`src/rtl/hazard_stall_ctrl_pkg.sv`:
```
// Shared pipeline definitions for the stall controller: Tuse/Tnew encodings,
// mult/div sequencer states and default unit latencies.
package hazard_stall_ctrl_pkg;

    // Tuse/Tnew are "cycles until needed/available"; 3 as a Tuse means not read
    typedef logic [1:0] stage_dist_t;
    localparam stage_dist_t TUSE_NONE = 2'd3;

    typedef enum logic {
        MD_IDLE = 1'b0,
        MD_BUSY = 1'b1
    } md_state_t;

    localparam int DEF_MULT_CYCLES = 5;
    localparam int DEF_DIV_CYCLES  = 10;

endpackage

```
`src/rtl/hazard_stall_ctrl_if.sv`:
```
// Decode/execute/memory hazard fields in, hold/bubble and mult/div status out.
interface hazard_stall_ctrl_if;
    import hazard_stall_ctrl_pkg::*;

    logic [4:0]  D_rs;
    logic [4:0]  D_rt;
    stage_dist_t D_rs_tuse;
    stage_dist_t D_rt_tuse;
    logic        D_is_md;
    logic [4:0]  E_wa;
    stage_dist_t E_tnew;
    logic [4:0]  M_wa;
    stage_dist_t M_tnew;
    logic        E_md_start;
    logic        E_md_div;
    logic        stall;
    logic        DE_clr;
    logic        md_busy;
    logic        md_done;

    modport master (
        output D_rs, D_rt, D_rs_tuse, D_rt_tuse, D_is_md,
        output E_wa, E_tnew, M_wa, M_tnew, E_md_start, E_md_div,
        input  stall, DE_clr, md_busy, md_done
    );

    modport slave (
        input  D_rs, D_rt, D_rs_tuse, D_rt_tuse, D_is_md,
        input  E_wa, E_tnew, M_wa, M_tnew, E_md_start, E_md_div,
        output stall, DE_clr, md_busy, md_done
    );

endinterface

```
`src/rtl/hazard_stall_ctrl_md_busy_seq.sv`:
```
// Mult/div occupancy sequencer: counts the unit's busy cycles after a start
// and pulses md_done on the cycle after busy ends.
module md_busy_seq
    import hazard_stall_ctrl_pkg::*;
#(
    parameter int MULT_CYCLES = DEF_MULT_CYCLES,
    parameter int DIV_CYCLES  = DEF_DIV_CYCLES
) (
    input  logic clk,
    input  logic reset,
    input  logic start,
    input  logic start_div,
    output logic md_busy,
    output logic md_done
);

    md_state_t  state;
    logic [3:0] cnt;

    // A start seen while busy is dropped: D stalls on md_busy, so a second
    // mult/div cannot legally reach E before the unit frees up.
    always_ff @(posedge clk or negedge reset) begin
        if (!reset) begin
            state   <= MD_IDLE;
            cnt     <= 4'd0;
            md_done <= 1'b0;
        end else begin
            md_done <= 1'b0;
            case (state)
                MD_IDLE: begin
                    if (start) begin
                        cnt   <= start_div ? 4'(DIV_CYCLES) : 4'(MULT_CYCLES);
                        state <= MD_BUSY;
                    end
                end
                MD_BUSY: begin
                    if (cnt == 4'd1) begin
                        cnt     <= 4'd0;
                        state   <= MD_IDLE;
                        md_done <= 1'b1;
                    end else begin
                        cnt <= cnt - 4'd1;
                    end
                end
                default: state <= MD_IDLE;
            endcase
        end
    end

    // Taken straight from the state flop so an async reset clears it at once
    assign md_busy = (state == MD_BUSY);

endmodule

```
`src/rtl/hazard_stall_ctrl.sv`:
```
// Pipeline stall/bubble controller: Tuse/Tnew dependency check plus the
// mult/div busy sequencer, driving the IF/ID hold and ID/EX clear.
module hazard_stall_ctrl
    import hazard_stall_ctrl_pkg::*;
#(
    parameter int MULT_CYCLES = DEF_MULT_CYCLES,
    parameter int DIV_CYCLES  = DEF_DIV_CYCLES
) (
    input  logic                 clk,
    input  logic                 reset,
    hazard_stall_ctrl_if.slave   bus
);

    logic rs_hazard;
    logic rt_hazard;
    logic md_stall;
    logic md_busy_int;

    // A source stalls when a producer in E or M still needs more cycles than
    // D can wait; $zero and unread operands never stall.
    function automatic logic src_hazard(
        input logic [4:0]  ra,
        input stage_dist_t tuse,
        input logic [4:0]  e_wa,
        input stage_dist_t e_tnew,
        input logic [4:0]  m_wa,
        input stage_dist_t m_tnew
    );
        logic e_hit;
        logic m_hit;
        e_hit = (e_wa == ra) && (e_tnew > tuse);
        m_hit = (m_wa == ra) && (m_tnew > tuse);
        return (ra != 5'd0) && (tuse != TUSE_NONE) && (e_hit || m_hit);
    endfunction

    md_busy_seq #(
        .MULT_CYCLES (MULT_CYCLES),
        .DIV_CYCLES  (DIV_CYCLES)
    ) u_md_busy_seq (
        .clk       (clk),
        .reset     (reset),
        .start     (bus.E_md_start),
        .start_div (bus.E_md_div),
        .md_busy   (md_busy_int),
        .md_done   (bus.md_done)
    );

    always_comb begin
        rs_hazard = src_hazard(bus.D_rs, bus.D_rs_tuse, bus.E_wa, bus.E_tnew,
                               bus.M_wa, bus.M_tnew);
        rt_hazard = src_hazard(bus.D_rt, bus.D_rt_tuse, bus.E_wa, bus.E_tnew,
                               bus.M_wa, bus.M_tnew);
        md_stall  = bus.D_is_md && (md_busy_int || bus.E_md_start);
    end

    assign bus.md_busy = md_busy_int;
    assign bus.stall   = rs_hazard || rt_hazard || md_stall;
    assign bus.DE_clr  = bus.stall;

endmodule

```
`src/flat_wrapper.sv`:
```
// flat-port wrapper written by rule: the top's interface ports become plain ports
module hazard_stall_ctrl_flat import hazard_stall_ctrl_pkg::*;
#(
    parameter int MULT_CYCLES = DEF_MULT_CYCLES,
    parameter int DIV_CYCLES  = DEF_DIV_CYCLES
)
  (clk, reset, bus_D_rs, bus_D_rt, bus_D_rs_tuse, bus_D_rt_tuse, bus_D_is_md, bus_E_wa, bus_E_tnew, bus_M_wa, bus_M_tnew, bus_E_md_start, bus_E_md_div, bus_stall, bus_DE_clr, bus_md_busy, bus_md_done);
  hazard_stall_ctrl_if bus_i ();
  input  logic clk;
  input  logic reset;
  input wire logic [$bits(bus_i.D_rs)-1:0] bus_D_rs;
  input wire logic [$bits(bus_i.D_rt)-1:0] bus_D_rt;
  input wire logic [$bits(bus_i.D_rs_tuse)-1:0] bus_D_rs_tuse;
  input wire logic [$bits(bus_i.D_rt_tuse)-1:0] bus_D_rt_tuse;
  input wire logic [$bits(bus_i.D_is_md)-1:0] bus_D_is_md;
  input wire logic [$bits(bus_i.E_wa)-1:0] bus_E_wa;
  input wire logic [$bits(bus_i.E_tnew)-1:0] bus_E_tnew;
  input wire logic [$bits(bus_i.M_wa)-1:0] bus_M_wa;
  input wire logic [$bits(bus_i.M_tnew)-1:0] bus_M_tnew;
  input wire logic [$bits(bus_i.E_md_start)-1:0] bus_E_md_start;
  input wire logic [$bits(bus_i.E_md_div)-1:0] bus_E_md_div;
  output wire logic [$bits(bus_i.stall)-1:0] bus_stall;
  output wire logic [$bits(bus_i.DE_clr)-1:0] bus_DE_clr;
  output wire logic [$bits(bus_i.md_busy)-1:0] bus_md_busy;
  output wire logic [$bits(bus_i.md_done)-1:0] bus_md_done;
  assign bus_i.D_rs = bus_D_rs;
  assign bus_i.D_rt = bus_D_rt;
  assign bus_i.D_rs_tuse = bus_D_rs_tuse;
  assign bus_i.D_rt_tuse = bus_D_rt_tuse;
  assign bus_i.D_is_md = bus_D_is_md;
  assign bus_i.E_wa = bus_E_wa;
  assign bus_i.E_tnew = bus_E_tnew;
  assign bus_i.M_wa = bus_M_wa;
  assign bus_i.M_tnew = bus_M_tnew;
  assign bus_i.E_md_start = bus_E_md_start;
  assign bus_i.E_md_div = bus_E_md_div;
  assign bus_stall = bus_i.stall;
  assign bus_DE_clr = bus_i.DE_clr;
  assign bus_md_busy = bus_i.md_busy;
  assign bus_md_done = bus_i.md_done;
  hazard_stall_ctrl #(.MULT_CYCLES(MULT_CYCLES), .DIV_CYCLES(DIV_CYCLES)) u_core (.clk(clk), .reset(reset), .bus(bus_i));
endmodule
```
`config.mk`:
```
export PLATFORM = sky130hd
export DESIGN_NAME = hazard_stall_ctrl_flat
export DESIGN_NICKNAME = d
export VERILOG_FILES = /design/src/rtl/hazard_stall_ctrl_pkg.sv /design/src/rtl/hazard_stall_ctrl_if.sv /design/src/rtl/hazard_stall_ctrl_md_busy_seq.sv /design/src/rtl/hazard_stall_ctrl.sv /design/src/flat_wrapper.sv
export SDC_FILE = /design/constraint.sdc
export NUM_CORES = 1
export LEC_CHECK = 0
export ABC_CLOCK_PERIOD_IN_PS = 2600
export CAP_MARGIN = 20
export CELL_PAD_IN_SITES_DETAIL_PLACEMENT = 1
export CELL_PAD_IN_SITES_GLOBAL_PLACEMENT = 1
export CORE_UTILIZATION = 42
export CTS_BUF_LIST = sky130_fd_sc_hd__clkbuf_2
export DETAILED_ROUTE_END_ITERATION = 8
export DONT_BUFFER_PORTS = 1
export HOLD_SLACK_MARGIN = 0.02
export PLACE_DENSITY = 0.76
export SETUP_SLACK_MARGIN = 0.02
export SKIP_LAST_GASP = 1
export SLEW_MARGIN = 20
export SYNTH_ARGS = -nofsm -noshare
export SYNTH_HDL_FRONTEND = slang
export SYNTH_SLANG_ARGS = --single-unit
```
`constraint.sdc`:
```
create_clock -name clk -period 2.6 [get_ports clk]
set_clock_uncertainty 0.05 [all_clocks]
set_input_delay 0.52 -clock clk [delete_from_list [all_inputs] [get_ports clk]]
set_output_delay 0.52 -clock clk [all_outputs]
set_load 0.02 [all_outputs]
```
== Yosys cells after proc, flatten, opt, wreduce, memory -nomap -nowiden ==
Index checks and enable logic that the tools add are counted.

* Multiplexer cells: 9
* $lt $le $gt $ge: 4
* Equal/unequal tests: 8
* $add $sub $neg: 1
* Bitwise operators: 1
* Reduce and logical (&&, ||, !) cells: 16

{| class="wikitable"
|+ Operators by type and width
! operator !! number
|-
| 5-bit equality test || 4
|-
| 4-bit 2-to-1 mux || 3
|-
| 5-bit nonzero test || 2
|-
| 1-bit logical AND || 9
|-
| 2-bit > comparator || 4
|-
| 4-bit case mux with 2 select lines || 1
|-
| 2-bit inequality test (second input constant) || 3
|-
| 1-bit logical OR || 5
|-
| 4-bit by 1-bit equality test with 1-bit output (second input constant) || 1
|-
| 1-bit 2-to-1 mux || 4
|-
| 4-bit by 1-bit subtractor with 4-bit output (second input constant) || 1
|-
| 1-bit case mux with 2 select lines || 1
|-
| 1-bit NOT || 1
|}

* Output and inout bits: 4
* Register bits: 6
* Bits of input ports: 33
* Logic and storage cells: 42

== Depth between registers and ports, before layout ==
Gate-level depths: netlist of run 1.

* Word-level depth: 6
* Mapped depth: 8
* Gate-level depth less buffers: 7

== Hierarchy ==
Synthesis of run 1 repeated with hierarchy kept, for this count alone.

* Cells, all modules: 91
* Area total of the unflattened synthesis: 769.5 µm²

{| class="wikitable"
|+ Modules (own cells, without submodules)
! module !! area each (µm²) !! seq. area each (µm²) !! instances !! cells each
|-
| hazard_stall_ctrl || 455.4 || 0.0 || 1 || 59
|-
| md_busy_seq || 314.1 || 150.1 || 1 || 32
|}

== Worst setup path after synthesis of run 1 ==
Ideal clock, no wire load.

* Kind: input port to output port
* Start point: in bus_E_tnew[0]
* End point: out bus_stall
* Arrival time: 1.797 ns
* Slack: 0.233 ns
* Buffers on the path: 1
* Stages on the path: 8
* Data required time: 2.030 ns
* Path through: inv_1 > ha_1 > nand2_1 > nand4_1 > nor4_1 > o221ai_1 > nand3_1 > buf_4

* Word-level cells in the longest chain between the ends: 6
* Elaborated cells on any way between the ends: 10
* Classes of those cells: 2 x order compare; 8 x reduce/logical

{| class="wikitable"
|+ Ends and longest elaborated chain
! what !! RTL line !! RTL
|-
| start, declared || flat_wrapper.sv:17 || <nowiki>input wire logic [$bits(bus_i.E_tnew)-1:0] bus_E_tnew;</nowiki>
|-
| 2-bit > comparator || hazard_stall_ctrl.sv:31 || <nowiki>e_hit = (e_wa == ra) && (e_tnew > tuse);</nowiki>
|-
| 1-bit logical AND || hazard_stall_ctrl.sv:31 ||
|-
| 1-bit logical OR || hazard_stall_ctrl.sv:33 || <nowiki>return (ra != 5'd0) && (tuse != TUSE_NONE) && (e_hit || m_hit);</nowiki>
|-
| 1-bit logical AND || hazard_stall_ctrl.sv:33 ||
|-
| 1-bit logical OR (*) (2 in a row) || hazard_stall_ctrl.sv:57 || <nowiki>assign bus.stall = rs_hazard || rt_hazard || md_stall;</nowiki>
|-
| end, declared || flat_wrapper.sv:22 || <nowiki>output wire logic [$bits(bus_i.stall)-1:0] bus_stall;</nowiki>
|}

Every way passes the cells marked *; elsewhere a longest branch is shown, timed or not.

== Worst setup path after layout of run 1 ==
* Start point: in bus_E_tnew[0]
* End point: out bus_DE_clr

* Word-level cells in the longest chain between the ends: 6
* Elaborated cells on any way between the ends: 10
* Classes of those cells: 2 x order compare; 8 x reduce/logical

{| class="wikitable"
|+ Ends and longest elaborated chain
! what !! RTL line !! RTL
|-
| 2-bit > comparator || hazard_stall_ctrl.sv:31 ||
|-
| 1-bit logical AND || hazard_stall_ctrl.sv:31 ||
|-
| 1-bit logical OR || hazard_stall_ctrl.sv:33 ||
|-
| 1-bit logical AND || hazard_stall_ctrl.sv:33 ||
|-
| 1-bit logical OR (*) (2 in a row) || hazard_stall_ctrl.sv:57 ||
|-
| end, declared || flat_wrapper.sv:23 || <nowiki>output wire logic [$bits(bus_i.DE_clr)-1:0] bus_DE_clr;</nowiki>
|}

Marked as above.

==> results of run 1 <==
==> final cells by class <==
class	count	area, sq um	share of cell area (%)
timing repair buffer	3	25.02	3.053
inverter	13	48.80	5.954
multi-input combinational	74	549.3	67.02
tap	25	31.28	3.817
sequential	6	150.1	18.32
clock buffer	3	15.01	1.832
==> timing repair <==
action,CTS,global route
hold endpoints to repair,6,0
hold buffers,1,0
endpoints found under the setup margin,0,0
==> critical path: stages <==
cell and delay [ns]:
inv_1 0.04, ha_1 0.29, nand2_1 0.08, nand4_1 0.09, nor4_1 0.28, o221ai_1 0.18, nand3_1 0.11, buf_4 0.18
==> path summary, 6_finish.rpt <==
check,startpoint,endpoint,cells past startpoint
worst max-delay path,bus_E_tnew[0],bus_DE_clr,8
worst min-delay path,bus_E_md_start,u_core.u_md_busy_seq.md_busy,2
worst max register to register,u_core.u_md_busy_seq.cnt[0],u_core.u_md_busy_seq.cnt[3],3
worst min register to register,u_core.u_md_busy_seq.cnt[3],u_core.u_md_busy_seq.md_done,1
max in group asynchronous,reset,u_core.u_md_busy_seq.cnt[1],1
min in group asynchronous,reset,u_core.u_md_busy_seq.cnt[3],1
==> metal layers <==
layer	share of wire (%)	GRT usage (%)
met4	0	1.818
met5	0	0
met2	44	30.59
met3	7.1	8.571
met1	49	29.90
==> cell families after synthesis <==
group / count (synthesis) / share of synthesized area [%]
AOI/OAI and AO/OA: 17 / 13.18
xor gates and xnor gates: 20 / 23.06
adders and majority gates: 10 / 16.47
buffers and inverters: 15 / 7.908
DFF: 6 / 19.77
and+or+nand+nor: 27 / 19.60
==> power groups by stage <==
stage | registers (mW) | logic (mW) | clock network (mW)
2_1_floorplan | 0.181 | 0.189 | 0
3_3_place_gp | 0.180 | 0.235 | 0
3_5_place_dp | 0.182 | 0.249 | 0
4_1_cts | 0.180 | 0.253 | 0.0711
5_1_grt | 0.185 | 0.293 | 0.0764
6_report | 0.180 | 0.252 | 0.0691
==> state kept, by name, indices dropped and copies added, names as in the netlist <==
name	flops
u_core.u_md_busy_seq.cnt	4
u_core.u_md_busy_seq.md_busy	1
u_core.u_md_busy_seq.md_done	1
==> cell usage after synthesis (all sizes together) <==
cell	count
or4	1
nand2	7
nor2	4
o32a	1
a22oi	1
o221ai	2
nand3	1
xor2	8
inv	13
buf	1
or4b	1
nor2b	1
a21oi	7
nor4	4
dfrtp	6
ha	10
nor4bb	1
nand4	4
or3	1
nand3b	1
clkbuf	1
nor3	1
xnor2	12
o21ai	6
==> through the flow <==
step           instance area (sq um)  util, %  hold slack [ns]  power, mW  std cells
6_report                       819.5    47.99           0.4119     0.5011        124
5_1_grt                        819.5    47.99           0.4221     0.5543        124
2_1_floorplan                  759.5        -           0.1744     0.3695         95
3_5_place_dp                   794.5    46.52           0.1745     0.4308        120
3_3_place_gp                   794.5    46.52           0.1745     0.4149        120
4_1_cts                        819.5    47.99           0.4006     0.5038        124
==> reports/qor.txt, run 1 <==
Status: finished clean
Slew HR: 65.85%
Placement row count: 15
CTS Sinks: 6
Sequential share of power: 36.0%
Post-route ant nets: 0
DRT Pass-1 Iters: 3
Vias in the first global route: 692
Post-Syn Instances: 95
CP Class: in2out
Final max-slew violation count: 0
Setup WS pre-CTS: 0.2521 ns
Most common cell after layout, fill and taps aside: inv_1
Peak supply drop: 0.0003324 V
Max Cap Viol: 0
Critical path launch point type: input pin
Syn_area_per_cell: 7.995 sq um
WL per Instance: 14.85 um
Least-Margin Pin Slew: 0.5053 ns
CTS resizes: 0
Post-route setup slack: 0.2702 ns
Area grow syn2layout: 7.908%
Fillers: 209
Setup bufs post-CTS: 0
Drt via density: 5.435
Leakage: 0.3582 nW
DRC viols: 0
IO Pins: 37
Post-DP HPWL: 1.656 mm
Share of cells above drive strength 1: 5.051%
Port Buffers: 0
Global-route wire length before repair: 2.994 mm
Register area share after synthesis: 19.77%
Clock Pin Slew Worst Setup and Hold Paths: 0.06 ns
Global placement routability congestion: 0.7993
Setup TNS: 0 ns
Root Buffer: clkbuf_2
Worst Path Max Fanout: 2
CTS tree: done
Die width: 44.53 um
Yosys top cell area share: 19.77%
Ant. Diodes: 0
DR vias: 674
RSZ-0062 raised after global routing: no
Number of hold violations in the final report: 0
Synth Cell Area: 759.5 sq um
Endpoints failing setup: 0
Internal: 0.2870 mW
Initial Utilization: 44.47%
Yosys reg bits: 6
Total wire length: 1.842 mm
Antenna violations before repair: 0
Tmin final: 2.330 ns
Hold crit path type: in2reg
CP endpoint kind: output port
Gr usage total: 20.96%
Worst EP arrival: 1.76 ns
Pin count of the biggest net entering global routing: 14
Syn Nets: 138
CTS H-tree lvls: 1
CORE AREA: 0.001708 sq mm
Clk pwr share: 13.8%
Drt first-iter violations: 7
Fmax: 429.2 MHz
Psw: 0.2141 mW
Power Density: 611.4 mW/mm^2
Chip height: 44.53 um
Synth area leaders: dfrtp_1 (20%), ha_1 (16%), xnor2_1 (14%)
Layout net count: 144
R2R setup slack: 1.05 ns
Crit path required time: 2.03 ns
Period utilisation layout: 89.61%
Worst-Skew Late Latency: 0.23 ns
Most frequent cells in the layout: inv_1 (13), xnor2_1 (12), ha_1 (10), xor2_1 (8)
Num CTS Buffers: 3
Synth Warn #: 0
Gr ovfl total: 0
Power share of the combinational group: 50.2%
Synth cell types: 24
Sw frac: 42.72%
Die Area: 0.001982 sq mm
Leading area contributor after synthesis: dfrtp_1
Clock buffer depth: 2
(Power assumes the default switching activity.)
==> inputs of run 2 (changes only) <==
--- a/config.mk
+++ b/config.mk
@@ -13,6 +13,7 @@
 export CTS_BUF_LIST = sky130_fd_sc_hd__clkbuf_2
 export DETAILED_ROUTE_END_ITERATION = 8
 export DONT_BUFFER_PORTS = 1
+export GPL_TIMING_DRIVEN = 0
 export HOLD_SLACK_MARGIN = 0.02
 export PLACE_DENSITY = 0.76
 export SETUP_SLACK_MARGIN = 0.02
==> reports/qor.txt, run 2 (synthesis results as in run 1) <==
Status: finished clean
Global-route wire length before repair: 3.105 mm
Clock Pin Slew Worst Setup and Hold Paths: 0.05 ns
Dpl cell area: 790.8 sq um
GRT met2 Usage: 32.35%
DR vias: 683
Post-route core utilization: 48.42%
Antenna violations before repair: 0
Sequential share of power: 38.9%
Worst EP arrival: 1.88 ns
Slowest-stage cell, CP: nor4_2
Num CTS Buffers: 3
Initial Utilization: 44.47%
Post-route setup slack: 0.1452 ns
DRT Pass-1 Iters: 2
Global placement routability congestion: 0.7883
Worst path max stage delay: 0.29 ns
Chip height: 44.53 um
Hold Path Cell Cnt: 2
Max Cap Viol: 0
Die Area: 0.001982 sq mm
Post-DP HPWL: 1.671 mm
IO Pins: 37
Gr ovfl total: 0
Root Buffer: clkbuf_2
Peak supply drop: 0.0002814 V
CTS Sinks: 6
Critical path launch point type: input pin
Most common cell after layout, fill and taps aside: inv_1
Die width: 44.53 um
GRT Max-Usage Layer: met2
R2R setup slack: 1.06 ns
Pin count of the biggest net entering global routing: 11
CP Buf/Inv Count: 2
Fin cells: 124
Layout net count: 144
Vias in the first global route: 713
Worst Path Max Fanout: 2
Drt first-iter violations: 3
Total Power: 0.4931 mW
Leakage: 0.3592 nW
Period utilisation layout: 94.41%
Area grow syn2layout: 8.896%
Port Buffers: 0
Hold Startpoint: bus_E_md_start
Hold crit path type: in2reg
Sw frac: 42.87%
CP Class: in2out
Post-route ant nets: 0
Clk pwr share: 13.2%
CORE AREA: 0.001708 sq mm
Design area: 827.0 sq um
Crit path required time: 2.03 ns
CTS H-tree lvls: 1
Fmax: 407.4 MHz
Power Density: 596.3 mW/mm^2
Worst reg2reg path endpoint: u_core.u_md_busy_seq.cnt[3]
Least-Margin Pin Slew: 0.4443 ns
Worst-Skew Late Latency: 0.22 ns
CP delay by family, top: simple AND/OR/NAND/NOR gates
Psw: 0.2114 mW
Share of cells above drive strength 1: 6.061%
Worst Hold Path EP: u_core.u_md_busy_seq.md_busy
WL per Instance: 15.12 um
Placement row count: 15
Ant. Diodes: 0
Power share of the combinational group: 47.8%
Gr usage total: 21.78%
Slew HR: 69.98%
CP Cell Sequence: inv_1 > ha_1 > nand2_1 > nand4_1 > nor4_2 > o221ai_1 > nand3_2 > buf_4
Clock buffer depth: 2
R2r worst-path depth: 3
Final max-slew violation count: 0
CP endpoint kind: output port
Largest register FFs: 4
CTS tree: done
DRC viols: 0
Drt via density: 5.508
Setup TNS: 0 ns
RSZ-0062 raised after global routing: no
Setup bufs post-CTS: 0
Setup WS pre-CTS: 0.02637 ns
Register name with the most flops: u_core.u_md_busy_seq.cnt
Number of hold violations in the final report: 0
Tmin final: 2.455 ns
Total wire length: 1.875 mm
Crit Reg-Reg Startpoint: u_core.u_md_busy_seq.cnt[0]
GR Util met1: 29.58%
Internal: 0.2817 mW
Placed cells: 120
Endpoints failing setup: 0
Met3 usage: 5.306%
Final hold slack: 0.4352 ns
Most frequent cells in the layout: inv_1 (13), xnor2_1 (12), ha_1 (10), xor2_1 (8)
-- run 2: cell count changes in the layout (fill, tap and decap cells not counted), sizes merged --
cell	previous run	this run
clkbuf	3	4
buf	2	1
-- run 2: area by class of cell --
type | instances | area, sq um
Buffer | 2 | 11.26
Inverter | 13 | 48.80
Clock buffer | 3 | 15.01
Multi-Input combinational cell | 74 | 560.5
Sequential cell | 6 | 150.1
Timing Repair Buffer | 1 | 10.01
Tap cell | 25 | 31.28
Fill cell | 223 | 880.8
-- run 2: how the worst max path moves through the flow --
stage / start / endpoint / cells after the start
final: bus_D_rs_tuse[1] / bus_stall / 8
after global routing: bus_D_rs_tuse[1] / bus_stall / 8
after CTS: bus_D_rs_tuse[1] / bus_stall / 8
after global placement: bus_E_tnew[0] / bus_stall / 8
after detailed placement: bus_D_rs_tuse[1] / bus_stall / 8
after floorplan: bus_E_tnew[0] / bus_stall / 8
-- run 2: routing by layer --
metal / share of wire, % / vias up
li1: - / 341
met1: 46 / 312
met2: 46 / 26
met3: 6.0 / 4
met4: 2.0 / 0
met5: 0 / -
-- run 2: worst reg2reg max path, stage by stage, from the launching register on --
cell	delay [ns]
dfrtp_1	0.42
or3_1	0.40
or4b_1	0.50
o221ai_1	0.09
-- run 2: power groups by stage --
stage	registers, mW	logic [mW]	clock network, mW
2_1_floorplan	0.181	0.189	0
5_1_grt	0.198	0.271	0.0731
6_report	0.192	0.236	0.0652
4_1_cts	0.192	0.236	0.0681
3_3_place_gp	0.192	0.216	0
3_5_place_dp	0.194	0.229	0
-- run 2: timing repair --
item / 4_1_cts / 5_1_grt
hold endpoints to repair: 6 / 0
resized for setup: 0 / 2
endpoints found under the setup margin: 0 / 1
hold buffers: 1 / 0
==> inputs of run 3 (changes only) <==
--- a/config.mk
+++ b/config.mk
@@ -5,7 +5,7 @@
 export SDC_FILE = /design/constraint.sdc
 export NUM_CORES = 1
 export LEC_CHECK = 0
-export ABC_CLOCK_PERIOD_IN_PS = 2600
+export ABC_CLOCK_PERIOD_IN_PS = 3100
 export CAP_MARGIN = 20
 export CELL_PAD_IN_SITES_DETAIL_PLACEMENT = 1
 export CELL_PAD_IN_SITES_GLOBAL_PLACEMENT = 1
@@ -13,6 +13,7 @@
 export CTS_BUF_LIST = sky130_fd_sc_hd__clkbuf_2
 export DETAILED_ROUTE_END_ITERATION = 8
 export DONT_BUFFER_PORTS = 1
+export GPL_ROUTABILITY_DRIVEN = 1
 export GPL_TIMING_DRIVEN = 0
 export HOLD_SLACK_MARGIN = 0.02
 export PLACE_DENSITY = 0.76
==> constraint.sdc (replaced) <==
create_clock -name clk -period 3.1 [get_ports clk]
set_clock_uncertainty 0.05 [all_clocks]
set_input_delay 0.62 -clock clk [delete_from_list [all_inputs] [get_ports clk]]
set_output_delay 0.62 -clock clk [all_outputs]
set_load 0.02 [all_outputs]
==> reports/qor.txt, run 3 (synthesis results as in run 1) <==
Largest register FFs: 4
Fillers: 222
Global-route wire length before repair: 3.105 mm
Placed cells: 120
Clock buffer depth: 2
R2r worst-path depth: 3
Num CTS Buffers: 3
Vias in the first global route: 713
Leakage: 0.3551 nW
CORE AREA: 0.001708 sq mm
CP delay by family, top: simple AND/OR/NAND/NOR gates
Post-DP HPWL: 1.671 mm
Layout net count: 144
R2R setup slack: 1.55 ns
RSZ-0062 raised after global routing: no
Worst Setup EP: bus_stall
Beginning of the critical path: bus_D_rs_tuse[1]
Worst EP arrival: 2.11 ns
WL per Instance: 15.09 um
Status: finished clean
Chip height: 44.53 um
Drt first-iter violations: 4
Crit Reg-Reg Startpoint: u_core.u_md_busy_seq.cnt[0]
Slew HR: 70.10%
Worst path depth: 8
Number of hold violations in the final report: 0
Tmin final: 2.779 ns
Initial Utilization: 44.47%
IO Pins: 37
CP Buf/Inv Count: 2
Crit path required time: 2.43 ns
Gr ovfl total: 0
Worst reg2reg path endpoint: u_core.u_md_busy_seq.cnt[3]
Post-route ant nets: 0
Endpoints failing setup: 0
Most frequent cells in the layout: inv_1 (13), xnor2_1 (12), ha_1 (10), xor2_1 (8)
Setup bufs post-CTS: 0
Least-Margin Pin Slew: 0.4425 ns
CTS Sinks: 6
Clock Pin Slew Worst Setup and Hold Paths: 0.05 ns
Final hold slack: 0.04901 ns
Register name with the most flops: u_core.u_md_busy_seq.cnt
Drt via density: 5.484
Peak supply drop: 0.0002306 V
Placement row count: 15
Total wire length: 1.871 mm
Most common cell after layout, fill and taps aside: inv_1
Setup TNS: 0 ns
Worst Path Max Fanout: 2
DRC viols: 0
Share of cells above drive strength 1: 4.040%
Die width: 44.53 um
CTS H-tree lvls: 1
CP Cell Sequence: inv_1 > ha_1 > nand2_1 > nand4_1 > nor4_1 > o221ai_1 > nand3_1 > buf_4
Gr usage total: 21.78%
Period utilisation layout: 89.64%
Slowest-stage cell, CP: nor4_1
CP Class: in2out
Global placement routability congestion: 0.7883
Fmax: 359.9 MHz
DRT Pass-1 Iters: 3
Die Area: 0.001982 sq mm
Area grow syn2layout: 7.414%
Final max-slew violation count: 0
CTS tree: done
Total Power: 0.4112 mW
Pin count of the biggest net entering global routing: 11
Root Buffer: clkbuf_2
CP endpoint kind: output port
Max Cap Viol: 0
DR vias: 680
Worst-Skew Late Latency: 0.23 ns
Fin cells: 124
Antenna violations before repair: 0
Worst path max stage delay: 0.32 ns
Port Buffers: 0
Power Density: 504.0 mW/mm^2
Critical path launch point type: input pin
Ant. Diodes: 0
Hold crit path type: in2async
[run 3: cell counts in the layout (fill, tap and decap cells not counted)]
Identical to the previous run, type by type.
[run 3: worst min path at each step]
stage	start	to	cells after the start
after global placement	reset	u_core.u_md_busy_seq.md_busy	0
final	reset	u_core.u_md_busy_seq.cnt[2]	0
after detailed placement	reset	u_core.u_md_busy_seq.cnt[2]	0
after CTS	reset	u_core.u_md_busy_seq.cnt[3]	0
after floorplan	reset	u_core.u_md_busy_seq.cnt[0]	0
after global routing	reset	u_core.u_md_busy_seq.md_done	0
[run 3: timing repair]
item | in CTS | in global routing
endpoints found under the hold margin | 0 | 3
hold buffers | 0 | 1
resized for setup | 0 | 0
[run 3: final cells by class]
| class | count | area, sq um | share of cell area (%) |
|---|---|---|---|
| Tap cell | 25 | 31.28 | 3.834 |
| Clock buffer | 3 | 15.01 | 1.840 |
| Buffer | 2 | 11.26 | 1.380 |
| Multi-Input combinational cell | 74 | 549.3 | 67.33 |
| Inverter | 13 | 48.80 | 5.982 |
| Timing Repair Buffer | 1 | 10.01 | 1.227 |
| Sequential cell | 6 | 150.1 | 18.40 |
[run 3: power by group]
part	switching, mW	internal, mW
combinational	0.102	0.0932
clock	0.0284	0.0262
sequential	0.0451	0.116
[run 3: layer usage]
metal,global-route usage (%),share of wire (%),routed length (um)
met5,0,0,0
met4,9.697,2.0,38
met3,5.306,5.7,106
met2,32.35,45,848
met1,29.58,47,879
[run 3: metrics by stage]
stage          utilization (%)  instance area [sq um]  setup WS [ns]
6_report                 47.77                  815.8         0.3212
5_1_grt                  47.77                  815.8         0.2127
4_1_cts                  47.18                  805.8         0.3242
3_5_place_dp             46.30                  790.8         0.3264
3_3_place_gp             46.30                  790.8         0.4029
2_1_floorplan                -                  759.5         0.5329
